### config.mk
export PLATFORM = sky130hd
export DESIGN_NAME = v74x139_arb
export DESIGN_NICKNAME = d
export VERILOG_FILES = /design/src/rtl/v74x139_arb.sv
export SDC_FILE = /design/constraint.sdc
export NUM_CORES = 1
export LEC_CHECK = 0
export CORE_UTILIZATION = 45
export CTS_BUF_LIST = sky130_fd_sc_hd__clkbuf_8
export DETAILED_ROUTE_END_ITERATION = 12
export GPL_TIMING_DRIVEN = 0
export PLACE_DENSITY = 0.71
export SLEW_MARGIN = 20
export SYNTH_ARGS = -nofsm -noshare
export SYNTH_HDL_FRONTEND = slang
export SYNTH_SLANG_ARGS = --single-unit
export TNS_END_PERCENT = 30
### constraint.sdc
create_clock -name CLK -period 2.6 [get_ports CLK]
set_clock_uncertainty 0.2 [all_clocks]
set_input_delay 0.78 -clock CLK [delete_from_list [all_inputs] [get_ports CLK]]
set_output_delay 0.78 -clock CLK [all_outputs]
set_load 0.01 [all_outputs]
### src/rtl/v74x139_arb.sv
// rtl/v74x139_arb.sv - round-robin 4-way arbiter with 74x139-style decoded grant
// Registered IDLE/GRANT/RELEASE arbiter; a tenure ends on request drop, hold timeout or disable.
module v74x139_arb #(
  parameter int HOLD_MAX = 8
) (
  input  logic       CLK,
  input  logic       RST_N,
  input  logic       G_IN_N,
  input  logic [3:0] REQ,
  output logic [3:0] Y_N,
  output logic       B,
  output logic       A,
  output logic       G_N,
  output logic       BUSY
);

  typedef enum logic [1:0] {
    IDLE    = 2'b00,
    GRANT   = 2'b01,
    RELEASE = 2'b10
  } state_t;

  localparam logic [7:0] CNT_LAST = 8'(HOLD_MAX - 1);

  state_t     state;
  logic [1:0] ptr;
  logic [7:0] cnt;
  logic [1:0] win;
  logic       win_ok;
  logic       drop;

  // Scan from the farthest offset down so the offset nearest ptr wins.
  always_comb begin
    win    = 2'b00;
    win_ok = 1'b0;
    for (int i = 3; i >= 0; i--) begin
      if (REQ[ptr + 2'(i)]) begin
        win    = ptr + 2'(i);
        win_ok = 1'b1;
      end
    end
  end

  always_comb begin
    drop = 1'b0;
    if (!REQ[{B, A}] || (cnt == CNT_LAST) || G_IN_N) drop = 1'b1;
  end

  always_ff @(posedge CLK) begin
    if (!RST_N) begin
      state  <= IDLE;
      ptr    <= 2'b00;
      cnt    <= 8'd0;
      {B, A} <= 2'b00;
      G_N    <= 1'b1;
      Y_N    <= 4'b1111;
      BUSY   <= 1'b0;
    end else begin
      case (state)
        IDLE, RELEASE: begin
          if (!G_IN_N && win_ok) begin
            state  <= GRANT;
            {B, A} <= win;
            G_N    <= 1'b0;
            Y_N    <= ~(4'b0001 << win);
            BUSY   <= 1'b1;
            cnt    <= 8'd0;
          end else begin
            state <= IDLE;
            G_N   <= 1'b1;
            Y_N   <= 4'b1111;
            BUSY  <= 1'b0;
          end
        end
        GRANT: begin
          if (drop) begin
            // Break before make: one dead cycle, pointer moves past the holder.
            state <= RELEASE;
            G_N   <= 1'b1;
            Y_N   <= 4'b1111;
            BUSY  <= 1'b0;
            ptr   <= {B, A} + 2'd1;
          end else if (cnt != 8'hFF) begin
            cnt <= cnt + 8'd1;
          end
        end
        default: begin
          state <= IDLE;
          G_N   <= 1'b1;
          Y_N   <= 4'b1111;
          BUSY  <= 1'b0;
        end
      endcase
    end
  end

endmodule

After elaboration in Yosys (flattened, before gate mapping):

Index checks and enable logic that the tools add are counted.
Widths: inputs -> output; s select.

* flip-flop bits (word level): 20
* input port bits: 7
* word-level logic and storage cells: 74

* $add $sub $neg: 5
* order comparisons: 5
* equal/unequal tests: 8
* shift operators: 1
* multiplexer cells: 35
* bitwise gates (word level): 1
* reductions and logical operators: 11

Operators with widths (number)
* $mux 8: 3
* $pmux 8 s2: 1
* $lt 2x3->1 const B: 5
* $mux 1: 15
* $bmux 1 s2: 5
* $mux 2: 5
* $add 8x1->8 const B: 1
* $eq 8x3->1 const B: 1
* $mux 4: 2
* $ne 2x2->1 const B: 4
* $ne 8x8->1 const B: 1
* $pmux 4 s2: 1
* $add 2x1->2 const B: 2
* $add 2x2->2 const B: 2
* $not 4->4: 1
* $pmux 1 s2: 2
* $pmux 2 s2: 1
* $reduce_and 2->1: 2
* $reduce_and 4->1: 1
* $shl 1x2->4 const A: 1
* $eq 2x1->1 const B: 1
* $eq 2x2->1 const B: 1
* $logic_not 1->1: 2
* $logic_not 2->1: 1
* 4 further kinds: 5

Longest topological paths before layout:

* depth after elaboration: 11
* mapped depth: 7

Least setup slack after synthesis:

Ideal clock, no wire load.

* path type: input -> register
* from: input port REQ[3]
* to: register cnt[3]
* arrival: 1.858 ns
* data required time: 2.278 ns
* path slack: 0.420 ns
* cell stages on the path: 6
* buffers on the path: 1
* path through: mux4_2 o311a_4 o22ai_4 buf_6 or3_1 a21oi_1

* word-level cells in the longest chain between the ends: 9
* elaborated cells between the ends (all ways): 22
* those cells by class: 2 x eq/ne; 15 x mux; 5 x reduce/logical

Ends and longest elaborated chain
* start, declared: line 9 `input logic [3:0] REQ,`
* $bmux 1 s2: line 37 `if (REQ[ptr + 2'(i)]) begin`
* $mux 1 (not written as such): line 37
* $mux 1 (4 in series): line 37
* $logic_and 1x1->1: line 61 `if (!G_IN_N && win_ok) begin`
* $ne 2x2->1 (no line)
* $reduce_and 4->1 (no line) *
* end signal, assigned: line 84 `cnt <= cnt + 8'd1;`
* end, declared: line 27 `logic [7:0] cnt;`

Every way passes the cells marked *; elsewhere a longest branch is shown, timed or not. The select of a mux whose other input is x is not followed.
A chain may end at the register's enable or synchronous reset.

Final worst setup path:

* from: input port G_IN_N
* to: register cnt[3]

* word-level cells in the longest chain between the ends: 4
* elaborated cells between the ends (all ways): 7
* those cells by class: 2 x eq/ne; 1 x mux; 4 x reduce/logical

Ends and longest elaborated chain
* start, declared: line 8 `input logic G_IN_N,`
* $logic_or 1x1->1 / $logic_not 1->1 (equally long branches): line 46, 61
* $mux 1 / $logic_and 1x1->1 (equally long branches): line 46, 61
* $ne 2x2->1 (no line)
* $reduce_and 4->1 (no line) *

Every way passes the cells marked *; elsewhere a longest branch is shown, timed or not.

==> reports/summary.txt <==
Initial DRC Count = 28
placement row count = 16
Die W = 48.39 um
postcts setup bufs = 0
most common cell after layout, fill and taps aside = dfxtp_1
Syn Area/Cell = 8.495 um2
die height = 48.39 um
Hold Path Class = reg2reg
Fill cells = 174
Crit-path slowest cell = clkdlybuf4s50_1
Max-slew headroom = 70.64%
sequential area share after synthesis = 41.34%
Initial Utilization = 48.38%
Finished Cell Area = 1206 um2
number of CTS-inserted buffers = 3
grt total ovfl = 0
antenna cells = 0
cells after synthesis = 114
minimum clock period = 2366 ps
synthesized net count = 122
PostCTS Resize Cnt = 2
Reg clk slew, reported paths = 70 ps
Core Area = 2002 um2
cell count of the worst reg-to-reg path = 6
CP Capture Type = flop
Critical Path RT = 2580 ps
max incr delay on CP = 470 ps
most common flop cell mapped by yosys = dfxtp_1
DR vias = 880
Post-Syn Area = 968.4 um2
max-slew violations = 0
root buffer cell = clkbuf_8
final critical-path share of the clock period = 91.01%
Final setup viols = 0
first-pass GRT wire length = 3.601 mm
Post-synth ARST share = 0%
wire length per cell = 13.76 um
drt first pass iters = 4
CP Launch Type = input port
nets = 140
Unique masters post-synth = 32
vias in the first global route = 794
DRC Markers = 0
max-cap violations = 0
worst-skew pair later-pin latency = 250 ps
gpl congestion = 0.8281
Finished Layout Cells = 157
Post-Place Cells = 155
pre-CTS setup slack = -353.7 ps
hold path depth = 2
synthesized flop and latch total = 20
pin count of the biggest net entering global routing = 11
hold_buf cts = 0
number of port buffers = 14
CP Buf/Inv Count = 2
# IOs = 15
number of cells on the critical path = 6
H-tree depth = 1
RSZ-0062 raised after global routing = no
Area growth, synth to finish = 24.55%
GRT Util Overall = 19.56%
cell area power density = 522.5 nW/um2
Die Area = 2342 um2
cell family with the largest share of critical-path delay = simple AND/OR/NAND/NOR gates
CP cell instances = clkdlybuf4s50_1, nor3_2, o22ai_4, buf_6, or3_1, a21oi_1
status = finished clean
Max Buffers Root-to-Sink = 2
Fin Setup TNS = 0 ps
Setup CP Type = in2reg
number of synthesized flops with an enable pin = 0
Final Power = 0.6302 mW
leak pwr = 0.4308 nW
Crit path arrival time = 2350 ps
layout cells sized above 1 = 7.692%
Fin. Hold Viols = 0
CTS tree = yes
Max rail drop VDD = 0.0003742 V
worst setup margin = 233.9 ps
Reg2Reg Setup Slack = 450 ps
DP Wirelength = 1.568 mm
Clock Sinks = 20
placed inst area = 1142 um2
commonest cells after routing, fill and taps aside = 20 x dfxtp_1, 13 x a21oi_1, 11 x nand2_1
Post-Route WL = 2.161 mm
initial antenna violation count = 0
Via density = 5.605
Worst Path Max Fanout = 10
Least-Margin Pin Slew = 434.8 ps
yosys warns = 0
Max Freq = 422.6 MHz
Antenna Nets Post-Route = 0
## layout make-up
class                           instances  area, um2  area share, %
Tap cell                               27      33.78          2.801
Inverter                                5      18.77          1.556
Buffer                                  3      18.77          1.556
Multi-Input combinational cell         85      543.0          45.02
Timing Repair Buffer                   14      150.1          12.45
Sequential cell                        20      400.4          33.19
Clock buffer                            3      41.29          3.423
## kinds of logic (layout without fill, tap and decap cells)
kind of cell	count (synthesis)	in the layout	share of synthesized area [%]
multiplexers	2	2	3.359
AND/OR/NAND/NOR	42	42	22.35
flip-flops	20	20	41.34
XOR/XNOR	1	1	0.9046
adder cells (fa/ha/maj)	1	1	1.292
AO/OA/AOI/OAI	39	39	26.49
buffers and inverters	9	25	4.264
## worst reg2reg max path, cell delays in order, from the launching register on
cell and delay [ps]:
dfxtp_1 350, or4_1 580, o311a_4 370, o22ai_4 200, buf_6 170, o21ai_0 80, a21oi_1 130
## worst paths after layout
| check | start | end |
|---|---|---|
| max | G_IN_N | cnt[3] |
| min | BUSY | BUSY |
| max reg2reg | cnt[3] | cnt[3] |
| min reg2reg | BUSY | BUSY |
## power by group
part | internal [mW] | total (mW) | switching, mW
sequential | 0.317 | 0.325 | 0.00778
combinational | 0.0491 | 0.108 | 0.0587
clock | 0.103 | 0.198 | 0.0946
## per-stage QoR
step / utilization, % / hold slack (ps)
2_1_floorplan: - / 266.4
3_3_place_gp: 57.06 / 269.8
3_5_place_dp: 57.06 / 275.9
4_1_cts: 59.69 / 287.6
5_1_grt: 60.25 / 311.7
6_report: 60.25 / 283.2
## Yosys cell counts (all sizes together) (5+ instances only)
cell | n | area, um2
dfxtp | 20 | 400.4
or3 | 6 | 37.54
inv | 5 | 18.77
o22ai | 5 | 45.04
o21ai | 11 | 55.05
nor2 | 5 | 18.77
nand2 | 11 | 41.29
nand3 | 6 | 30.03
a21oi | 13 | 65.06
## state kept, by name, summed over array words and instances (netlist names)
name / flops
cnt: 8
BUSY: 1
B: 1
G_N: 1
Y_N: 4
state: 2
A: 1
ptr: 2
## layer usage
layer / routed length [um] / global-route usage, % / share of wire (%)
met5: 0 / 0 / 0
met4: 42 / 5.882 / 1.9
met3: 77 / 4.088 / 3.6
met2: 931 / 29.34 / 43
met1: 1110 / 28.15 / 51
Note: power is estimated with default switching activity, not from simulation.
